**config.mk**
```make
export PLATFORM = sky130hd
export DESIGN_NAME = reaction_stats_flat
export DESIGN_NICKNAME = d
export VERILOG_FILES = /design/src/rtl/reaction_stats_if.sv /design/src/rtl/reaction_stats.sv /design/src/flat_wrapper.sv
export SDC_FILE = /design/constraint.sdc
export NUM_CORES = 1
export LEC_CHECK = 0
export ABC_AREA = 1
export CORE_MARGIN = 8
export CORE_UTILIZATION = 52
export CTS_BUF_LIST = sky130_fd_sc_hd__clkbuf_16
export CTS_CLUSTER_DIAMETER = 80
export DETAILED_ROUTE_END_ITERATION = 7
export GPL_ROUTABILITY_DRIVEN = 0
export PLACE_DENSITY = 0.7
export SYNTH_ARGS = -nofsm -noshare
export SYNTH_HDL_FRONTEND = slang
export SYNTH_SLANG_ARGS = --single-unit
```
**constraint.sdc**
```tcl
create_clock -name clock -period 5.6 [get_ports clock]
set_input_delay 1.12 -clock clock [delete_from_list [all_inputs] [get_ports clock]]
set_output_delay 1.12 -clock clock [all_outputs]
set_load 0.05 [all_outputs]
```
**src/rtl/reaction_stats_if.sv**
```systemverilog
// Result/statistics bundle between the reaction-timer core and the stats block.
// master: drives result_valid/result_d*, reads ave_d*/best_d*/count/busy/stats_valid/overrun.
interface reaction_stats_if #(
    parameter int DEPTH_LOG2 = 2
);
    logic                  result_valid;
    logic [3:0]            result_d3;
    logic [3:0]            result_d2;
    logic [3:0]            result_d1;
    logic [3:0]            result_d0;
    logic [3:0]            ave_d3;
    logic [3:0]            ave_d2;
    logic [3:0]            ave_d1;
    logic [3:0]            ave_d0;
    logic [3:0]            best_d3;
    logic [3:0]            best_d2;
    logic [3:0]            best_d1;
    logic [3:0]            best_d0;
    logic [DEPTH_LOG2:0]   count;
    logic                  busy;
    logic                  stats_valid;
    logic                  overrun;

    modport master (
        output result_valid, result_d3, result_d2, result_d1, result_d0,
        input  ave_d3, ave_d2, ave_d1, ave_d0,
        input  best_d3, best_d2, best_d1, best_d0,
        input  count, busy, stats_valid, overrun
    );

    modport slave (
        input  result_valid, result_d3, result_d2, result_d1, result_d0,
        output ave_d3, ave_d2, ave_d1, ave_d0,
        output best_d3, best_d2, best_d1, best_d0,
        output count, busy, stats_valid, overrun
    );
endinterface

```
**src/rtl/reaction_stats.sv**
```systemverilog
// Windowed mean and all-time best of BCD reaction times (cs, 0000-9999).
// Ports: clock, reset (sync, active-low), bus (reaction_stats_if.slave);
// optional `clear` input when REACTION_STATS_CLEAR_EN is defined.
module reaction_stats #(
    parameter int DEPTH_LOG2 = 2
) (
    input  logic clock,
    input  logic reset,
`ifdef REACTION_STATS_CLEAR_EN
    input  logic clear,
`endif
    reaction_stats_if.slave bus
);
    localparam int WIN = 1 << DEPTH_LOG2;
    localparam int SW  = 14 + DEPTH_LOG2;
    localparam int CW  = DEPTH_LOG2 + 1;

    typedef enum logic [2:0] {
        IDLE, CONV, ACCUM, DIV, BCD, DONE
    } state_t;

    state_t          state_q, state_d;
    logic [4:0]      step_q;
    logic [15:0]     dig_q;
    logic [13:0]     bin_q;
    logic [SW-1:0]   sum_q;
    logic [13:0]     buf_q [WIN];
    logic [DEPTH_LOG2-1:0] ptr_q;
    logic [CW-1:0]   cnt_q;
    logic [13:0]     best_bin_q;
    logic [15:0]     best_dig_q;
    logic [SW-1:0]   quo_q;
    logic [CW-1:0]   rem_q;
    logic [15:0]     bcd_q;
    logic [15:0]     ave_q;
    logic [15:0]     best_q;
    logic [CW-1:0]   count_q;
    logic            ovr_q;

    logic            clr_w;
    logic            accept;
    logic            do_clear;
    logic            full;
    logic [13:0]     bin_w;
    logic [SW-1:0]   sum_nx;
    logic [CW:0]     trial;
    logic [15:0]     adj;
    logic [15:0]     bcd_nx;
    logic            busy_w;
    logic            sv_w;

`ifdef REACTION_STATS_CLEAR_EN
    assign clr_w = clear;
`else
    assign clr_w = 1'b0;
`endif

    function automatic logic [3:0] clamp9(input logic [3:0] d);
        return (d > 4'd9) ? 4'd9 : d;
    endfunction

    assign accept   = (state_q == IDLE) && bus.result_valid && !clr_w;
    assign do_clear = (state_q == IDLE) && clr_w;
    assign full     = (cnt_q == CW'(WIN));

    // Datapath combinational helpers
    always_comb begin
        bin_w = 14'({10'd0, dig_q[15:12]}) * 14'd1000
              + 14'({10'd0, dig_q[11:8]})  * 14'd100
              + 14'({10'd0, dig_q[7:4]})   * 14'd10
              + 14'({10'd0, dig_q[3:0]});
        sum_nx = sum_q + SW'(bin_q);
        if (full)
            sum_nx = sum_nx - SW'(buf_q[ptr_q]);
        trial = {rem_q, quo_q[SW-1]};
        // Double-dabble: +3 on any digit >= 5 before each shift
        for (int i = 0; i < 4; i++) begin
            adj[i*4 +: 4] = (bcd_q[i*4 +: 4] >= 4'd5)
                          ? bcd_q[i*4 +: 4] + 4'd3
                          : bcd_q[i*4 +: 4];
        end
        bcd_nx = {adj[14:0], quo_q[13]};
    end

    // FSM: state register
    always_ff @(posedge clock) begin
        if (!reset) state_q <= IDLE;
        else        state_q <= state_d;
    end

    // FSM: next state
    always_comb begin
        state_d = state_q;
        unique case (state_q)
            IDLE:    if (accept) state_d = CONV;
            CONV:    state_d = ACCUM;
            ACCUM:   state_d = DIV;
            DIV:     if (step_q == 5'(SW - 1)) state_d = BCD;
            BCD:     if (step_q == 5'd13) state_d = DONE;
            DONE:    state_d = IDLE;
            default: state_d = IDLE;
        endcase
    end

    // FSM: outputs (busy also covers the accept cycle itself)
    always_comb begin
        busy_w = (state_q != IDLE) || accept;
        sv_w   = (state_q == DONE);
    end

    // Ring buffer needs no reset: entries beyond count are never read
    always_ff @(posedge clock) begin
        if (state_q == ACCUM)
            buf_q[ptr_q] <= bin_q;
    end

    always_ff @(posedge clock) begin
        if (!reset) begin
            step_q     <= '0;
            dig_q      <= '0;
            bin_q      <= '0;
            sum_q      <= '0;
            ptr_q      <= '0;
            cnt_q      <= '0;
            best_bin_q <= '0;
            best_dig_q <= 16'hCCCC;
            quo_q      <= '0;
            rem_q      <= '0;
            bcd_q      <= '0;
            ave_q      <= 16'hCCCC;
            best_q     <= 16'hCCCC;
            count_q    <= '0;
            ovr_q      <= 1'b0;
        end else begin
            if (state_q != IDLE && bus.result_valid)
                ovr_q <= 1'b1;
            unique case (state_q)
                IDLE: begin
                    if (do_clear) begin
                        sum_q      <= '0;
                        ptr_q      <= '0;
                        cnt_q      <= '0;
                        best_dig_q <= 16'hCCCC;
                        ave_q      <= 16'hCCCC;
                        best_q     <= 16'hCCCC;
                        count_q    <= '0;
                    end else if (accept) begin
                        dig_q <= {clamp9(bus.result_d3),
                                  clamp9(bus.result_d2),
                                  clamp9(bus.result_d1),
                                  clamp9(bus.result_d0)};
                    end
                end
                CONV: bin_q <= bin_w;
                ACCUM: begin
                    sum_q <= sum_nx;
                    ptr_q <= ptr_q + 1'b1;
                    if (!full)
                        cnt_q <= cnt_q + 1'b1;
                    if (cnt_q == '0 || bin_q < best_bin_q) begin
                        best_bin_q <= bin_q;
                        best_dig_q <= dig_q;
                    end
                    quo_q  <= sum_nx;
                    rem_q  <= '0;
                    step_q <= '0;
                end
                DIV: begin
                    // Restoring step; divisor is the post-increment count
                    if (trial >= {1'b0, cnt_q}) begin
                        rem_q <= CW'(trial - {1'b0, cnt_q});
                        quo_q <= {quo_q[SW-2:0], 1'b1};
                    end else begin
                        rem_q <= trial[CW-1:0];
                        quo_q <= {quo_q[SW-2:0], 1'b0};
                    end
                    if (step_q == 5'(SW - 1)) begin
                        step_q <= '0;
                        bcd_q  <= '0;
                    end else begin
                        step_q <= step_q + 5'd1;
                    end
                end
                BCD: begin
                    bcd_q  <= bcd_nx;
                    quo_q  <= quo_q << 1;
                    step_q <= step_q + 5'd1;
                    // Publish on the last shift so outputs are live in DONE
                    if (step_q == 5'd13) begin
                        ave_q   <= bcd_nx;
                        best_q  <= best_dig_q;
                        count_q <= cnt_q;
                    end
                end
                DONE: step_q <= '0;
                default: step_q <= '0;
            endcase
        end
    end

    assign bus.ave_d3      = ave_q[15:12];
    assign bus.ave_d2      = ave_q[11:8];
    assign bus.ave_d1      = ave_q[7:4];
    assign bus.ave_d0      = ave_q[3:0];
    assign bus.best_d3     = best_q[15:12];
    assign bus.best_d2     = best_q[11:8];
    assign bus.best_d1     = best_q[7:4];
    assign bus.best_d0     = best_q[3:0];
    assign bus.count       = count_q;
    assign bus.busy        = busy_w;
    assign bus.stats_valid = sv_w;
    assign bus.overrun     = ovr_q;
endmodule
```
**src/flat_wrapper.sv**
```systemverilog
// flat-port wrapper written by rule: the top's interface ports become plain ports
module reaction_stats_flat 
#(
    parameter int DEPTH_LOG2 = 2
)
  (clock, reset, bus_result_valid, bus_result_d3, bus_result_d2, bus_result_d1, bus_result_d0, bus_ave_d3, bus_ave_d2, bus_ave_d1, bus_ave_d0, bus_best_d3, bus_best_d2, bus_best_d1, bus_best_d0, bus_count, bus_busy, bus_stats_valid, bus_overrun);
  reaction_stats_if #(.DEPTH_LOG2(DEPTH_LOG2)) bus_i ();
  input  logic clock;
  input  logic reset;
  input wire logic [$bits(bus_i.result_valid)-1:0] bus_result_valid;
  input wire logic [$bits(bus_i.result_d3)-1:0] bus_result_d3;
  input wire logic [$bits(bus_i.result_d2)-1:0] bus_result_d2;
  input wire logic [$bits(bus_i.result_d1)-1:0] bus_result_d1;
  input wire logic [$bits(bus_i.result_d0)-1:0] bus_result_d0;
  output wire logic [$bits(bus_i.ave_d3)-1:0] bus_ave_d3;
  output wire logic [$bits(bus_i.ave_d2)-1:0] bus_ave_d2;
  output wire logic [$bits(bus_i.ave_d1)-1:0] bus_ave_d1;
  output wire logic [$bits(bus_i.ave_d0)-1:0] bus_ave_d0;
  output wire logic [$bits(bus_i.best_d3)-1:0] bus_best_d3;
  output wire logic [$bits(bus_i.best_d2)-1:0] bus_best_d2;
  output wire logic [$bits(bus_i.best_d1)-1:0] bus_best_d1;
  output wire logic [$bits(bus_i.best_d0)-1:0] bus_best_d0;
  output wire logic [$bits(bus_i.count)-1:0] bus_count;
  output wire logic [$bits(bus_i.busy)-1:0] bus_busy;
  output wire logic [$bits(bus_i.stats_valid)-1:0] bus_stats_valid;
  output wire logic [$bits(bus_i.overrun)-1:0] bus_overrun;
  assign bus_i.result_valid = bus_result_valid;
  assign bus_i.result_d3 = bus_result_d3;
  assign bus_i.result_d2 = bus_result_d2;
  assign bus_i.result_d1 = bus_result_d1;
  assign bus_i.result_d0 = bus_result_d0;
  assign bus_ave_d3 = bus_i.ave_d3;
  assign bus_ave_d2 = bus_i.ave_d2;
  assign bus_ave_d1 = bus_i.ave_d1;
  assign bus_ave_d0 = bus_i.ave_d0;
  assign bus_best_d3 = bus_i.best_d3;
  assign bus_best_d2 = bus_i.best_d2;
  assign bus_best_d1 = bus_i.best_d1;
  assign bus_best_d0 = bus_i.best_d0;
  assign bus_count = bus_i.count;
  assign bus_busy = bus_i.busy;
  assign bus_stats_valid = bus_i.stats_valid;
  assign bus_overrun = bus_i.overrun;
  reaction_stats #(.DEPTH_LOG2(DEPTH_LOG2)) u_core (.clock(clock), .reset(reset), .bus(bus_i));
endmodule
```
* Yosys cells after proc, flatten, opt, wreduce, memory -nomap -nowiden
Memory sizes are Yosys's and may differ from the RTL's. A register that Yosys moved wholly into a read port is not among the register bits.
Cells that the tools add are included.
** Storage, ports and cells
- Memories :: 1
- Bits in registers :: 160
- Bits of input ports :: 19
- RAM bits :: 56
** Cells by class
- Equal/unequal tests :: 11
- Magnitude comparators :: 10
- Bitwise logic cells :: 1
- Multiply operators :: 3
- Reduce and logical (&&, ||, !) cells :: 17
- Add/subtract/negate cells :: 13
- Mux-type cells :: 25
** Memories
- u_core.buf_q :: depth 4, width 14, rd ports 1, clocked after memory_dff 1, wr ports 1, line reaction_stats.sv:27 : logic [13:0] buf_q [WIN];
** Operators by type and width (count)
- 16-bit one-hot mux with 3 select lines :: 1
- 16-bit 2-to-1 mux :: 2
- 16-bit one-hot mux with 2 select lines :: 1
- 4-bit 2-to-1 mux :: 7
- 16-bit by 14-bit adder with 16-bit output :: 1
- 4-bit by 3-bit >= comparator with 1-bit output (second input constant) :: 4
- 4-bit greater-than comparator (second input constant) :: 4
- 16-bit by 14-bit subtractor with 16-bit output :: 1
- 3-bit 2-to-1 mux :: 5
- 3-bit one-hot mux with 5 select lines :: 1
- 5-bit one-hot mux with 3 select lines :: 1
- 14-bit by 11-bit adder with 14-bit output :: 1
- 14-bit by 4-bit adder with 14-bit output :: 1
- 14-bit by 8-bit adder with 14-bit output :: 1
- 14-bit less-than comparator :: 1
- 4-bit by 2-bit adder with 4-bit output (second input constant) :: 3
- 4-bit by 7-bit multiplier with 11-bit output (second input constant) :: 1
- 5-bit by 4-bit equality test with 1-bit output (second input constant) :: 2
- 2-bit AND reduction :: 5
- 3-bit equality test (second input constant) :: 3
- 4-bit by 5-bit multiplier with 9-bit output (second input constant) :: 1
- 4-bit by 3-bit multiplier with 7-bit output (second input constant) :: 1
- 3-bit by 2-bit equality test with 1-bit output (second input constant) :: 2
- 3-bit logical NOT :: 2
- other kinds (19) :: 28

* Depth between registers and ports, before layout
Gate-level depths: netlist of the first run.
- Word-level depth :: 4
- Depth in mapped cells :: 22

* Worst setup path before layout of the first run
Ideal clock, no wire load.
- Kind :: reg2reg
- Start :: register u_core.dig_q[13]
- End :: register u_core.bin_q[12]
- Data required time :: 5.484 ns
- Arrival time :: 4.095 ns
- Cell stages (with the launch flop) :: 23
- Setup slack :: 1.389 ns
- Period minus slack after synthesis :: 4.211 ns
- Cells stage by stage :: dfxtp_1 -> fa_1 -> inv_1 -> fa_1 -> inv_1 -> ha_1 -> a21oi_1 -> nand2_1 -> xnor2_1 -> inv_1 -> ha_1 -> ha_1 -> ha_1 -> a21oi_1 -> o21ai_0 -> a21oi_1 -> nor2_1 -> o21ai_0 -> nand2_1 -> nand2_1 -> nand3_1 -> o211ai_1 -> inv_1
** Between the ends
- Cells in the longest elaborated chain, start to end :: 4
** RTL lines
- start, declared :: line reaction_stats.sv:24 : logic [15:0] dig_q;
- start signal, assigned :: line reaction_stats.sv:148 : dig_q <= {clamp9(bus.result_d3),
- 4-bit by 7-bit multiplier with 11-bit output :: line reaction_stats.sv:68 : bin_w = 14'({10'd0, dig_q[15:12]}) * 14'd1000
- 14-bit by 11-bit adder with 14-bit output :: line reaction_stats.sv:69 : + 14'({10'd0, dig_q[11:8]}) * 14'd100
- 14-bit by 8-bit adder with 14-bit output :: line reaction_stats.sv:70 : + 14'({10'd0, dig_q[7:4]}) * 14'd10
- 14-bit by 4-bit adder with 14-bit output :: line reaction_stats.sv:71 : + 14'({10'd0, dig_q[3:0]});
- end signal, assigned :: line reaction_stats.sv:154 : CONV: bin_q <= bin_w;
- end, declared :: line reaction_stats.sv:25 : logic [13:0] bin_q;
Every way passes these cells.
A chain may end at the register's enable or synchronous reset.

* Final worst setup path of the first run
- Start :: register u_core.dig_q[14]
- End :: register u_core.bin_q[12]
Same word-level chain as after synthesis.

==> impl_metrics.py, run 1 <==
metrics = {
    "floorplan": {
        "start_util": 0.527,
        "core_area_sq_um": 22500,
        "fp.dieH_um": 167,
        "die_width_um": 167,
        "rows": 55,
        "pin_count": 57,
        "die_area_sq_um": 27900,
    },
    "clocking": {
        "post_cts_resized": 0,
        "clkSlewWorstSetupHoldPaths_ns": 0.05,
        "clk_latency_ns": 0.51,
        "cts_tree": "yes",
        "clock-sinks": 218,
        "h-tree-depth": 1,
        "root_buffer": "clkbuf_16",
        "post_cts_buffers": 0,
        "cts_hold_buffers": 0,
        "clk_path_buf_depth": 3,
        "cts_made_buffers": 24,
    },
    "finish": {
        "num-fill-cells": 1996,
        "diodes": 0,
        "fin_area_sq_um": 13500,
        "drive_gt1_frac": 0.0512,
        "areaGrowthSynthToFinish_pct": 13.9,
        "final_util": 0.600,
        "nets": 1640,
    },
    "power": {
        "power_density_nw_per_um2": 330,
        "vdd_ir_drop_max_mv": 0.199,
        "fin_total_pwr_uw": 4460,
        "p_leak_uw": 0.00594,
    },
    "setup_path": {
        "path_max_fanout": 7,
        "crit_chain": "fa_1 -> inv_1 -> fa_1 -> inv_1 -> ha_1 -> a21oi_1 -> nand2_1 -> xnor2_1 -> inv_1 -> ha_1 -> ha_1 -> ha_1 -> a21oi_1 -> o21ai_0 -> a21oi_1 -> nor2_1 -> o21ai_0 -> nand2_1 -> nand2_1 -> nand3_1 -> o211ai_1 -> inv_1",
        "start_kind": "flop",
        "timing_worst_setup_path_type": "reg2reg",
        "r2r-start": "u_core.dig_q[14]$_SDFFE_PN0P_",
        "rr_endpoint": "u_core.bin_q[12]$_SDFFE_PN0P_",
        "cp-end-kind": "flop",
        "arrival_ns": 4.97,
        "reg2regPathDepth": 22,
        "rrSetupSlack_ns": 1.02,
        "max_stage_delay_ns": 0.61,
        "required_ns": 5.99,
        "cp_slowest_cell": "fa_1",
    },
    "hold_path": {
        "holdCritPathClass": "reg2reg",
        "min_path_cells": 2,
        "min-delay-start": "u_core.best_bin_q[5]$_SDFFE_PN0P_",
        "min_to": "u_core.best_bin_q[5]$_SDFFE_PN0P_",
    },
    "global_routing": {
        "antenna_found_initial": 0,
        "grt_pass1_vias": 9461,
        "grt_pass1_wl_mm": 45.6,
        "grt_max_degree": 80,
        "overflow": 0,
        "grtUsageTotal": 0.195,
    },
    "synthesis": {
        "synth.net_count": 1595,
        "syn-instance-count": 1445,
        "synth_edf_count": 56,
        "synth_area_per_cell_sq_um": 8.21,
        "postSynth.asyncResetShare": 0,
        "ys_types": 44,
        "ys_top_cells_by_area": "dfxtp_1 27%, edfxtp_1 14%, ha_1 12%, nand2_1 9.6%, a21oi_1 6.9%",
        "syn_area_sq_um": 11900,
        "ys_warn_count": 0,
        "yosysMostFrequentCell": "nand2_1",
        "yosysTopAreaCell": "dfxtp_1",
        "seq_area_frac_synth": 0.415,
        "yosys.area.top_type_share": 0.273,
        "synth_seq_cells": 218,
        "ys.flop_type": "dfxtp_1",
        "synthTopCellsByCount": "302 x nand2_1, 167 x inv_1, 163 x a21oi_1, 162 x dfxtp_1, 111 x ha_1",
    },
    "detailed_routing": {
        "num_vias": 9664,
        "dr.first_iter.drc_count": 654,
        "first_pass_iters": 6,
        "drt_wl_total_mm": 27.5,
        "drc": 0,
        "via_per_inst": 5.40,
        "antenna_left": 0,
        "wire_per_inst_um": 15.3,
    },
    "sta": {
        "fin_crit_sh": 0.818,
        "rsz0062_at_grt": "false",
        "finalSetupViolCount": 0,
        "max_freq_mhz": 218,
        "finalHoldViolCount": 0,
        "min_period_ns": 4.58,
        "worstMarginPinSlew_ns": 1.25,
        "maxSlewHeadroom": 0.163,
        "fin_tns_setup_ns": 0,
        "skew_ns": 0.0123,
        "slew_viol_final": 0,
    },
    "run": {
        "drv_cap": 0,
    },
    "placed_design": {
        "post_dp_cell_area_sq_um": 12700,
        "hpwl_mm": 19.4,
        "port_buffers": 56,
    },
    "run_status": {
        "status": "finished, final reports clean",
    },
}
[flip-flops by register name, summed over array words and instances (netlist names), 16 cells and up, named ones only]
| signal | cells |
|---|---|
| u_core.sum_q | 16 |
| u_core.bcd_q | 16 |
| u_core.best_dig_q | 16 |
| u_core.best_q | 16 |
| u_core.ave_q | 16 |
| u_core.dig_q | 16 |
| u_core.buf_q | 56 |
| u_core.quo_q | 16 |
[worst max path at each step]
stage	from	endpoint	slack [ns]	cells after the start
6_report	u_core.dig_q[14]$_SDFFE_PN0P_	u_core.bin_q[12]$_SDFFE_PN0P_	1.02	22
4_1_cts	u_core.dig_q[14]$_SDFFE_PN0P_	u_core.bin_q[12]$_SDFFE_PN0P_	1.0	22
2_1_floorplan	u_core.dig_q[13]$_SDFFE_PN0P_	u_core.bin_q[12]$_SDFFE_PN0P_	1.39	22
3_5_place_dp	u_core.dig_q[14]$_SDFFE_PN0P_	u_core.bin_q[12]$_SDFFE_PN0P_	1.04	22
3_3_place_gp	u_core.dig_q[13]$_SDFFE_PN0P_	u_core.bin_q[12]$_SDFFE_PN0P_	1.12	22
5_1_grt	u_core.dig_q[14]$_SDFFE_PN0P_	u_core.bin_q[12]$_SDFFE_PN0P_	0.66	22
[worst max-delay path, delay by kind of cell, from the launching register on]
family                     cells  cell delay [ns]
and+or+nand+nor                5             0.34
DFF                            1             0.40
buffers and inverters          4             0.25
adders and majority gates      6             2.38
xor gates and xnor gates       1             0.13
AOI/OAI and AO/OA              6             0.95
[report_power, final]
group / leakage (uW) / switching, uW / total [uW] / internal [uW]
sequential: 0.00183 / 94.5 / 1810 / 1710
combinational: 0.00370 / 628 / 1000 / 374
clock: 0.000417 / 617 / 1650 / 1030
[cell type report]
class	instances	area, sq um	area share
clock buffer	25	626	0.0463
clock inverter	16	200	0.0148
inverter	172	646	0.0478
multi-input combinational	1004	6100	0.451
sequential	218	4920	0.364
tap	285	357	0.0264
timing repair buffer	70	661	0.0489
[metal layers]
metal / vias up / global-route usage / share of wire
li1: 4924 / - / -
met1: 4468 / 0.240 / 0.44
met2: 217 / 0.339 / 0.48
met3: 55 / 0.0314 / 0.051
met4: 0 / 0.0732 / 0.032
met5: - / 0 / 0
[cells in the final DEF, fill, tap and decap left out, drive strengths merged, types with 8 or more instances in the layout]
cell	count
ha	111
nand3	66
buf	15
o21bai	10
fa	20
clkbuf	25
edfxtp	56
inv	172
xor2	27
nand2	308
a21oi	166
a31oi	18
a32o	10
nor2	95
nand4	9
clkinv	11
o211ai	9
xnor2	12
a22oi	8
clkdlybuf4s50	55
dfxtp	162
o21ai	102
[cell families (layout without fill, tap and decap cells)]
family	Yosys count	after routing	share of synthesized area
DFF	218	218	0.415
AOI/OAI and AO/OA	341	341	0.162
buffers and inverters	223	283	0.0711
and+or+nand+nor	493	493	0.173
xor gates and xnor gates	39	39	0.0288
adders and majority gates	131	131	0.151
[through the flow]
| stage | setup WS (ns) | hold WS (ns) | cells |
|---|---|---|---|
| floorplan | 1.39 | 0.429 | 1445 |
| global placement | 1.12 | 0.442 | 1749 |
| detailed placement | 1.04 | 0.448 | 1749 |
| CTS | 0.999 | 0.464 | 1790 |
| global route | 0.660 | 0.485 | 1790 |
| finish | 1.02 | 0.461 | 1790 |
Note: power is estimated with default switching activity, not from simulation.
==> run 2: changes to the inputs <==
PLACE_DENSITY = 0.73   (was 0.7)
clock period = 4.07 ns   (was 5.6 ns; I/O delays follow)
==> run 2 against run 1 <==
  * Power up 47%
  * Clock power up 46%
  * Die area unchanged
  * Register-to-register slack worse by 0.91 ns
  * Critical path type unchanged
==> impl_metrics.py, run 2 (synthesized netlist as in run 1, its figures left out) <==
metrics = {
    "finish": {
        "regMostFlops": "u_core.buf_q",
        "fin_area_sq_um": 14100,
        "final_common_cell": "nand2_1",
        "diodes": 0,
        "largest_reg_flops": 56,
        "final_cell_mix": "300 x nand2_1, 166 x inv_1, 159 x dfxtp_1",
        "drive_gt1_frac": 0.0993,
        "areaGrowthSynthToFinish_pct": 18.6,
        "nets": 1673,
    },
    "setup_path": {
        "arrival_ns": 4.35,
        "path_max_fanout": 4,
        "timing_worst_setup_path_type": "reg2reg",
        "cp-end-kind": "flop",
        "required_ns": 4.47,
        "start_kind": "flop",
    },
    "clocking": {
        "root_buffer": "clkbuf_16",
        "cts_tree": "yes",
        "clk_path_buf_depth": 3,
        "clock-sinks": 218,
        "clk_latency_ns": 0.53,
        "cts_made_buffers": 24,
        "clkSlewWorstSetupHoldPaths_ns": 0.06,
        "cts_hold_buffers": 0,
        "h-tree-depth": 1,
    },
    "floorplan": {
        "start_util": 0.527,
        "rows": 55,
        "fp.dieH_um": 167,
        "die_area_sq_um": 27900,
        "die_width_um": 167,
        "core_area_sq_um": 22500,
        "pin_count": 57,
    },
    "detailed_routing": {
        "via_per_inst": 5.42,
        "drt_wl_total_mm": 28.8,
        "wire_per_inst_um": 15.8,
        "antenna_left": 0,
        "drc": 0,
        "dr.first_iter.drc_count": 681,
        "first_pass_iters": 6,
        "num_vias": 9905,
    },
    "power": {
        "fin_total_pwr_uw": 6540,
        "p_leak_uw": 0.00612,
        "power_density_nw_per_um2": 465,
        "vdd_ir_drop_max_mv": 0.317,
    },
    "placed_design": {
        "post_dp_cell_area_sq_um": 12900,
        "port_buffers": 56,
        "hpwl_mm": 20.1,
    },
    "run": {
        "drv_cap": 0,
    },
    "sta": {
        "maxSlewHeadroom": 0.383,
        "fin_crit_sh": 0.972,
        "worstMarginPinSlew_ns": 0.925,
        "max_freq_mhz": 253,
        "finalHoldViolCount": 0,
        "skew_ns": 0.0250,
        "rsz0062_at_grt": "true",
        "finalSetupViolCount": 0,
        "min_period_ns": 3.96,
        "slew_viol_final": 0,
    },
    "global_routing": {
        "grtUsageTotal": 0.202,
        "grt_max_degree": 79,
        "grt_pass1_wl_mm": 47.3,
        "antenna_found_initial": 0,
        "overflow": 0,
        "grt_pass1_vias": 9694,
    },
    "run_status": {
        "status": "finished, final reports clean",
    },
    "hold_path": {
        "holdCritPathClass": "reg2reg",
    },
}
[run 2: cell count changes in the layout (fill, tap and decap cells not counted), moves of 7 or more]
cell	change
ha_4	+13
ha_1	-14
a21oi_2	+7
buf_4	+32
a21oi_1	-9
[run 2: worst max-delay path, stage by stage (launching register included)]
cell,delay (ns)
dfxtp_2,0.33
fa_1,0.56
inv_2,0.05
buf_4,0.13
fa_1,0.52
ha_4,0.34
nand3_2,0.09
a21o_1,0.18
nand2_1,0.05
inv_1,0.06
ha_4,0.28
ha_4,0.20
ha_4,0.22
a21oi_2,0.14
nand2_2,0.08
a21oi_2,0.16
nor2_1,0.06
nor2_1,0.13
nor2_1,0.06
o21bai_1,0.14
inv_1,0.06
[run 2: report_power, final]
group,total [uW],leakage (uW),internal (uW),switching [uW]
logic,1680,0.00386,684,995
clock network,2410,0.000434,1500,903
registers,2450,0.00183,2360,97.0
total,6540,0.00612,4540,2000
[run 2: per-layer routing]
metal	track usage	part of all wire
met2	0.354	0.49
met1	0.250	0.44
met4	0.0697	0.032
met5	0	0
met3	0.0277	0.041
[run 2: area by class of cell]
cell class                      instances  area (sq um)
Clock inverter                         19           262
Inverter                              172           646
Timing Repair Buffer                  103           912
Multi-Input combinational cell       1004          6350
Sequential cell                       218          4930
Fill cell                            1911          8430
Tap cell                              285           357
Clock buffer                           25           626
[run 2: metrics by stage]
| step | setup slack (ns) | std cells | util | TNS (ns) | hold WS (ns) |
|---|---|---|---|---|---|
| finish | 0.112 | 1826 | 0.626 | 0 | 0.459 |
| global route | -0.0650 | 1826 | 0.626 | -0.107 | 0.482 |
| CTS | -0.00816 | 1823 | 0.616 | -0.00816 | 0.463 |
| detailed placement | -0.0274 | 1779 | 0.575 | -0.0450 | 0.448 |
| global placement | 0.0253 | 1779 | 0.575 | 0 | 0.445 |
| floorplan | 0.0143 | 1445 | - | 0 | 0.429 |
[run 2: worst paths after layout]
check                                              startpoint                       endpoint  slack, ns  cells past startpoint
worst min-delay path             u_core.ave_q[7]$_SDFFE_PN1P_   u_core.ave_q[7]$_SDFFE_PN1P_       0.46                      2
worst max register to register  u_core.dig_q[13]$_SDFFE_PN0P_  u_core.bin_q[13]$_SDFFE_PN0P_       0.11                     20
worst max-delay path            u_core.dig_q[13]$_SDFFE_PN0P_  u_core.bin_q[13]$_SDFFE_PN0P_       0.11                     20
worst min register to register   u_core.ave_q[7]$_SDFFE_PN1P_   u_core.ave_q[7]$_SDFFE_PN1P_       0.46                      2
[run 2: what timing repair did]
action	in CTS	in global routing
pin swaps	2	31
endpoints found under the setup margin	2	4
resized for setup	6	36
buffers inserted	0	3
